<file path="config.mk">
export PLATFORM = sky130hd
export DESIGN_NAME = tx_fc_arbiter
export DESIGN_NICKNAME = d
export VERILOG_FILES = /design/src/rtl/tx_fc_arbiter.sv
export SDC_FILE = /design/constraint.sdc
export NUM_CORES = 1
export LEC_CHECK = 0
export CAP_MARGIN = 20
export CORE_MARGIN = 2
export CORE_UTILIZATION = 30
export CTS_BUF_LIST = sky130_fd_sc_hd__clkbuf_8
export DETAILED_ROUTE_END_ITERATION = 7
export PLACE_DENSITY_LB_ADDON = 0.05
export SYNTH_ARGS = -nofsm -noshare
export SYNTH_HDL_FRONTEND = slang
export SYNTH_SLANG_ARGS = --single-unit
export TNS_END_PERCENT = 1
</file>
<file path="constraint.sdc">
create_clock -name clk -period 2.2 [get_ports clk]
set_input_delay 0.44 -clock clk [delete_from_list [all_inputs] [get_ports clk]]
set_output_delay 0.44 -clock clk [all_outputs]
set_load 0.01 [all_outputs]
</file>
<file path="src/rtl/tx_fc_arbiter.sv">
// tx_fc_arbiter: credit-aware arbiter choosing among Posted, Non-Posted and
// Completion TLP sources. A source can win only when it has enough header and
// data credits. Each win sends one consume pulse to flow control, and the grant
// is held until the datapath signals xfer_done.
// Optional build macro: TX_ARB_P_STRICT_PRIORITY_EN. When it is defined, an
// eligible Posted source always wins. Otherwise all three sources share one
// round-robin.
module tx_fc_arbiter #(
  parameter int FC_HDR_WIDTH  = 12,
  parameter int FC_DATA_WIDTH = 16
) (
  input  logic                          clk,
  input  logic                          arst,
  input  logic [2:0]                    req_valid,
  input  logic [2:0]                    req_has_data,
  input  logic [2:0][9:0]               req_len,
  input  logic [2:0][FC_HDR_WIDTH-1:0]  hdr_avail,
  input  logic [2:0][FC_DATA_WIDTH-1:0] data_avail,
  input  logic                          xfer_done,
  output logic [2:0]                    grant,
  output logic                          fc_consume_valid,
  output logic [1:0]                    fc_consume_type,
  output logic [8:0]                    fc_consume_data,
  output logic                          busy
);

  // Credit comparison width: wide enough for both the credit count and the 9-bit need.
  localparam int CMPW = (FC_DATA_WIDTH > 9) ? FC_DATA_WIDTH : 9;

  typedef enum logic {IDLE, BUSY} state_t;

  state_t     state_reg, state_next;
  logic [2:0] grant_reg, grant_next;
  logic       busy_reg, busy_next;
  logic       cv_reg, cv_next;
  logic [1:0] ctype_reg, ctype_next;
  logic [8:0] cdata_reg, cdata_next;
  logic [1:0] rr_reg, rr_next;
  logic [1:0] winner_reg, winner_next;

  logic [2:0]      eligible;
  logic [2:0][8:0] need;
  logic [2:0]      cand;
  logic            pick_valid;
  logic [1:0]      pick_idx;

  // Compute each source's data-credit need and eligibility. A length of 0 means 1024 DW.
  generate
    for (genvar gi = 0; gi < 3; gi++) begin : g_src
      logic [10:0] len_ext;
      logic [10:0] len_round;
      assign len_ext   = (req_len[gi] == 10'd0) ? 11'd1024 : {1'b0, req_len[gi]};
      assign len_round = len_ext + 11'd3;
      assign need[gi]  = req_has_data[gi] ? len_round[10:2] : 9'd0;
      assign eligible[gi] = req_valid[gi] && (hdr_avail[gi] != '0) &&
                            (CMPW'(data_avail[gi]) >= CMPW'(need[gi]));
    end
  endgenerate

  // Select the winner: the first candidate found when scanning from rr, with wrap-around.
  always_comb begin
    cand       = eligible;
`ifdef TX_ARB_P_STRICT_PRIORITY_EN
    // An eligible P source takes the slot. Otherwise NP and CPL share the round-robin.
    if (eligible[0]) cand = 3'b001;
    else             cand = eligible & 3'b110;
`endif
    pick_valid = |cand;
    pick_idx   = 2'd0;
    for (int k = 2; k >= 0; k--) begin
      // Scan in reverse so the entry closest to rr is written last.
      if (cand[(int'(rr_reg) + k) % 3]) pick_idx = 2'((int'(rr_reg) + k) % 3);
    end
  end

  // Next-state and registered-output logic. The consume fields default to zero
  // every cycle, so the consume pulse lasts exactly one cycle.
  always_comb begin
    state_next  = state_reg;
    grant_next  = grant_reg;
    busy_next   = busy_reg;
    cv_next     = 1'b0;
    ctype_next  = 2'd0;
    cdata_next  = 9'd0;
    rr_next     = rr_reg;
    winner_next = winner_reg;
    case (state_reg)
      IDLE: begin
        grant_next = 3'b000;
        busy_next  = 1'b0;
        if (pick_valid) begin
          grant_next  = 3'b001 << pick_idx;
          busy_next   = 1'b1;
          cv_next     = 1'b1;
          ctype_next  = pick_idx;
          cdata_next  = need[pick_idx];
          winner_next = pick_idx;
          state_next  = BUSY;
        end
      end
      BUSY: begin
        if (xfer_done) begin
          grant_next = 3'b000;
          busy_next  = 1'b0;
          state_next = IDLE;
`ifdef TX_ARB_P_STRICT_PRIORITY_EN
          if (winner_reg != 2'd0)
            rr_next = (winner_reg == 2'd2) ? 2'd0 : winner_reg + 2'd1;
`else
          rr_next = (winner_reg == 2'd2) ? 2'd0 : winner_reg + 2'd1;
`endif
        end
      end
      default: state_next = IDLE;
    endcase
  end

  // State register with asynchronous reset. Reset drops any outstanding grant
  // and does not replay the consume pulse.
  always_ff @(posedge clk or posedge arst) begin
    if (arst) begin
      state_reg  <= IDLE;
      grant_reg  <= 3'b000;
      busy_reg   <= 1'b0;
      cv_reg     <= 1'b0;
      ctype_reg  <= 2'd0;
      cdata_reg  <= 9'd0;
      rr_reg     <= 2'd0;
      winner_reg <= 2'd0;
    end else begin
      state_reg  <= state_next;
      grant_reg  <= grant_next;
      busy_reg   <= busy_next;
      cv_reg     <= cv_next;
      ctype_reg  <= ctype_next;
      cdata_reg  <= cdata_next;
      rr_reg     <= rr_next;
      winner_reg <= winner_next;
    end
  end

  assign grant            = grant_reg;
  assign busy             = busy_reg;
  assign fc_consume_valid = cv_reg;
  assign fc_consume_type  = ctype_reg;
  assign fc_consume_data  = cdata_reg;

endmodule

</file>
Word level (Yosys, flattened, before mapping)

Index checks and enable logic that the tools add are counted.

Register bits: 21
Input bits: 123
Output and inout bits: 16
Word-level logic and storage cells: 77

Add/sub/neg operators: 6
Div/mod/pow operators: 3
Order comparisons: 7
Equal/unequal tests: 2
Shifts and indexed selects: 1
Mux-type cells: 34
Bitwise operators: 1
Reductions and logical operators: 15

Operator list:

| cell                  | count |
|---|---|
| $lt 32x4->1 const B   | 3 |
| $mod 32x3->32 const B | 2 |
| $mux 9                | 6 |
| $ge 16x9->1           | 3 |
| $reduce_bool 12->1    | 3 |
| $add 11x2->11 const B | 3 |
| $mux 11               | 3 |
| $mod 3x3->32 const B  | 1 |
| $logic_not 10->1      | 3 |
| $bmux 9 s2            | 1 |
| $mux 2                | 6 |
| $mux 1                | 10 |
| $bmux 1 s2            | 3 |
| $logic_and 1x1->1     | 6 |
| $mux 3                | 2 |
| $pmux 3 s2            | 1 |
| $pmux 1 s2            | 2 |
| $reduce_and 2->1      | 2 |
| $add 2x1->3 const B   | 1 |
| $add 2x2->3 const B   | 1 |
| $lt 2x3->1 const B    | 1 |
| $reduce_or 3->1       | 1 |
| $shl 1x2->3 const A   | 1 |
| $add 2x1->2 const B   | 1 |
| other kinds (3)       | 3 |

Longest topological paths before layout

Depth after elaboration: 16
Depth in mapped cells: 15
Mapped depth without buffers: 14

Least setup slack after synthesis

Ideal clock, no wire load.

Path type: input port to flip-flop
From: in req_len[1] (netlist name)
To: reg grant_reg[0], in the netlist grant[0]
Setup time: 122 ps
Data arrival time: 2988 ps
Data required time: 2078 ps
Path slack: -909 ps
Stages: 14
Buffers on the path: 1
Cells stage by stage: o21a_1 and4_1 nand4_1 mux2i_1 nand2_1 ha_1 or4_1 a21oi_1 nand3_1 o21ai_1 nand4b_1 buf_2 a21o_1 a32o_1

Cells in the longest elaborated chain, start to end: 15
Elaborated cells between the ends (all ways): 22
Classes of those cells: 1 x add/sub; 1 x order compare; 1 x shift; 16 x mux; 3 x reduce/logical

RTL lines:

| what                                      | line | text |
|---|---|---|
| start: declaration                        | 16   | `input logic [2:0][9:0] req_len,` |
| $logic_not 10->1                          | 52   | `assign len_ext = (req_len[gi] == 10'd0) ? 11'd1024 : {1'b0, req_len[gi]};` |
| $mux 11 (*)                               | 52   |  |
| $add 11x2->11 (*)                         | 53   | `assign len_round = len_ext + 11'd3;` |
| $mux 9 (*)                                | 54   | `assign need[gi] = req_has_data[gi] ? len_round[10:2] : 9'd0;` |
| $ge 16x9->1 (*)                           | 56   | `(CMPW'(data_avail[gi]) >= CMPW'(need[gi]));` |
| $logic_and 1x1->1 (*)                     | 55   | `assign eligible[gi] = req_valid[gi] && (hdr_avail[gi] != '0) &&` |
| $bmux 1 s2                                | 72   | `if (cand[(int'(rr_reg) + k) % 3]) pick_idx = 2'((int'(rr_reg) + k) % 3);` |
| $mux 1 (not written as such) (2 in a row) | 72   |  |
| $mux 2 (3 in a row)                       | 72   |  |
| $shl 1x2->3                               | 92   | `grant_next = 3'b001 << pick_idx;` |
| $mux 3 (*)                                | 91   | `if (pick_valid) begin` |
| $pmux 3 s2 (*)                            | 87   | `case (state_reg)` |
| end signal: assignment                    | 132  | `grant_reg <= grant_next;` |
| end: declaration                          | 33   | `logic [2:0] grant_reg, grant_next;` |

Every way passes the cells marked *; elsewhere a longest branch is shown, timed or not. The select of a mux whose other input is x is not followed.
A chain may end at the register's enable or synchronous reset.

Final worst setup path

From: in req_len[11] (netlist name)
To: reg cdata_reg[0], in the netlist fc_consume_data[0]

Cells in the longest elaborated chain, start to end: 16
Elaborated cells between the ends (all ways): 23
Classes of those cells: 1 x add/sub; 1 x order compare; 18 x mux; 3 x reduce/logical

RTL lines:

| what                                      | line | text |
|---|---|---|
| $logic_not 10->1                          | 52   |  |
| $mux 11 (*)                               | 52   |  |
| $add 11x2->11 (*)                         | 53   |  |
| $mux 9 (*)                                | 54   |  |
| $ge 16x9->1                               | 56   |  |
| $logic_and 1x1->1                         | 55   |  |
| $bmux 1 s2                                | 72   |  |
| $mux 1 (not written as such) (2 in a row) | 72   |  |
| $mux 2 (3 in a row)                       | 72   |  |
| $bmux 9 s2                                | 96   | `cdata_next = need[pick_idx];` |
| $mux 9 (not written as such)              | 96   |  |
| $mux 9 (*)                                | 91   |  |
| $mux 9 (*)                                | 87   |  |
| net cdata_next[0]                         | 37   | `logic [8:0] cdata_reg, cdata_next;` |
| end signal: assignment                    | 136  | `cdata_reg <= cdata_next;` |
| end: declaration                          | 37   |  |

The timed path passes the listed nets; every way through them passes the cells marked *. The select of a mux whose other input is x is not followed.

==> results_dict.tcl <==
set metrics [dict create \
    synth-adder-area-share 0.1505 \
    synth_top_family_by_area "simple AND/OR/NAND/NOR gates" \
    initial_utilization 0.3104 \
    power_density_nw_per_um2 490.9 \
    power_frac_comb 0.665 \
    post-route-period-util 1.405 \
    wl_met3_um 491 \
    syn-num-nets 450 \
    synthSimpleGateAreaFrac 0.2730 \
    startpoint_type "input pin" \
    async_reset_ff_frac 1.000 \
    fp.coreArea_um2 7767 \
    drcViolationCount 0 \
    synth_flop_cell "dfrtp_1" \
    grt_pass1_wl_um 14230 \
    cts_buffers 3 \
    dp_hpwl_um 6942 \
    grt_setup_unrepaired "true" \
    placed_cells 617 \
    synth.ff_latch_count 21 \
    cts_num_sinks 21 \
    num_io_pins 139 \
    viasPerCell 4.939 \
    root_buffer "clkbuf_8" \
    die_w_um 93.65 \
    cts.reportedPaths.clkPinSlew_ns 0.08 \
    largest_reg_flops 9 \
    gr-usage-all-layers 0.1989 \
    worstMarginPinSlew_ns 0.3714 \
    worstHoldPathCells 2 \
    cp.required_ns 2.33 \
    drive_gt1_frac 0.3709 \
    htreeDepth 1 \
    routed.top_layer "met4" \
    p_clk_frac 0.099 \
    p_sw_frac 0.3733 \
    ant_nets 0 \
    drt-total-wl_um 9033 \
    worstPathArrival_ns 3.22 \
    crit_slowest_cell "a2111oi_4" \
    crit_top_cell "buf_6" \
    gp_congestion 0.8545 \
    grt-ovfl-total 0 \
    period_needed_ns 3.090 \
    status "complete, but fails checks" \
    grt_pass1_vias 3338 \
    fmax_ghz 0.3236 \
    wl_met2_um 4857 \
    worstRegToRegCells 8 \
    diodes 0 \
    synth_area_per_cell_um2 8.091 \
    stdcell_count 652 \
    synth_compound_area_frac 0.2372 \
    slew_headroom 0.7513 \
    intPower_w 0.001589 \
    path_buf_inv 4 \
    synth-edff-count 0 \
    ys_seq_area_frac 0.2180 \
    finalNetCount 703 \
    clock_skew_ns 0.004041 \
    muxShareOfSynthArea 0.004152 \
    worst_hold_path_type "reg2reg" \
    wire_per_inst_um 13.85 \
    finalSetupViolations 19 \
    vias 3220 \
    power.net_switching_w 0.0009468 \
    critPathKind "in2reg" \
    synth.distinct_cells 50 \
    p_seq_frac 0.236 \
    worstPathMaxFanout 5 \
    num_rows 32 \
    cts_tree "built" \
    antenna_found_initial 0 \
    die_area_um2 8770 \
    io_buffers 138 \
    end_kind "register" \
    crit_chain "buf_6 > o2111a_1 > nand4_1 > buf_4 > xnor2_1 > nand2_1 > ha_1 > nand2_4 > nor2_4 > a2111oi_4 > a21o_1 > nand4b_1 > buf_6 > buf_6 > a211oi_1 > a311oi_2" \
    critPathTopFamily "compound AO/OA/AOI/OAI gates" \
    area_growth_pct 114.3 \
    dr.pass1.iters 4 \
    first_iter_violations 72 \
    slew_violations 0 \
    violations "negative setup slack" \
    cp_slowest_stage_delay_ns 0.34 \
    yosysWarnings 0 \
    place_ws_ns -1.647 \
    fin_util 0.6651 \
    wirelength_met1_um 3466 \
    clock_latency_ns 0.26 \
    hold_violations 0 \
    syn-cell-area_um2 2411 \
    grt_max_degree 22 \
    irDropWorstVdd_uv 268.7 \
    dieHeight_um 93.65 \
    clk_path_buf_depth 2 \
    crit_cells 16 \
    synth_xor_area_frac 0.07265 \
    syn_inst 298 \
    p_total_w 0.002536 \
    p_leak_nw 2.242 \
    drv_cap 0 \
    setup_ws_ns -0.8903 \
]
[layer usage]
layer	vias to the layer above	global-route usage
met5	-	0
met4	0	0.06159
met3	18	0.02809
met2	108	0.3969
met1	1468	0.2125
li1	1626	-
[layout by cell type (no fill, tap or decap), types with 3 or more instances in the layout]
master | synthesis | layout
o21ai_0 | 8 | 7
nor4_2 | 2 | 6
o311a_1 | 6 | 6
ha_1 | 29 | 20
nand3_1 | 9 | 9
nand2_1 | 35 | 29
o31ai_1 | 5 | 4
a211o_1 | 7 | 7
nand4_1 | 3 | 3
nor3_1 | 15 | 11
nor2_1 | 15 | 12
dlygate4sd2_1 | 0 | 9
clkbuf_8 | 0 | 3
nor3_2 | 0 | 3
ha_2 | 0 | 4
a21oi_1 | 13 | 11
buf_4 | 0 | 104
xor2_1 | 9 | 9
dfrtp_1 | 21 | 21
clkdlybuf4s50_1 | 0 | 109
nor4_1 | 16 | 11
o211ai_1 | 3 | 3
nand2b_1 | 5 | 4
o21ai_2 | 1 | 3
buf_6 | 0 | 20
nand2_2 | 1 | 5
buf_2 | 2 | 9
nor2b_1 | 11 | 9
inv_1 | 19 | 19
xnor2_1 | 11 | 10
a21o_1 | 5 | 4
ha_4 | 0 | 5
[cells by family (layout without fill, tap and decap cells)]
logic type / count (synthesis) / after routing
AOI/OAI and AO/OA: 73 / 73
xor gates and xnor gates: 20 / 20
adders and majority gates: 29 / 29
buffers and inverters: 28 / 280
DFF: 21 / 21
muxes: 1 / 1
and+or+nand+nor: 126 / 126
[cell type report]
cell class / count / area (um^2)
clock buffer: 3 / 41.29
clock inverter: 1 / 5.005
timing repair buffer: 256 / 2268
sequential: 21 / 525.5
tap: 102 / 127.6
multi-input combinational: 249 / 2122
inverter: 20 / 76.32
fill: 668 / 2601
[stage by stage]
step	setup TNS (ns)	instance area, um^2	hold WS [ns]
2_1_floorplan	-13.88	2425	0.4165
3_3_place_gp	-28.12	4551	0.4642
3_5_place_dp	-28.76	4551	0.4737
4_1_cts	-15.08	4946	0.4872
5_1_grt	-17.68	5166	0.5143
6_report	-15.14	5166	0.4850
[final timing paths]
| check | start | to | slack, ns |
|---|---|---|---|
| max | req_len[11] | fc_consume_data[0] | -0.89 |
| min in group asynchronous | arst | fc_consume_data[7] | 0.51 |
| max in group asynchronous | arst | winner_reg[1] | 1.48 |
| max reg2reg | rr_reg[0] | fc_consume_data[4] | 0.19 |
| min reg2reg | grant[1] | grant[1] | 0.48 |
| min | grant[1] | grant[1] | 0.48 |
[cell usage after synthesis (all sizes together) (7+ instances only)]
master	instances	area, um^2
nand2	36	137.6
ha	29	362.9
dfrtp	21	525.5
inv	19	71.32
nor4	18	125.1
a21oi	15	82.58
nor2	15	56.30
nor3	15	75.07
nor2b	11	68.82
xnor2	11	96.34
o21ai	10	53.80
nand3	9	45.04
xor2	9	78.83
a211o	7	61.31
[what timing repair did]
item                       in CTS  in global routing
setup buffers                  23                  9
gates cloned                    1                  0
pin swaps                      44                 37
setup endpoints to repair      19                 19
gates resized for setup       132                 33
hold buffers                    0                  0
[worst reg2reg max path, cell delays in order (launching register included)]
cell and delay (ns):
dfrtp_1 0.40, inv_1 0.06, ha_1 0.34, a21oi_1 0.29, a31oi_4 0.08, buf_6 0.17, buf_4 0.13, a211o_1 0.30
o311a_1 0.13
[power by group through the flow]
stage | clock (W) | combinational [W] | sequential, W
finish | 0.000252 | 0.00169 | 0.000598
global route | 0.000280 | 0.00182 | 0.000615
global placement | 0 | 0.00142 | 0.000605
CTS | 0.000260 | 0.00157 | 0.000600
detailed placement | 0 | 0.00144 | 0.000605
floorplan | 0 | 0.000610 | 0.000637
(Power assumes the default switching activity.)
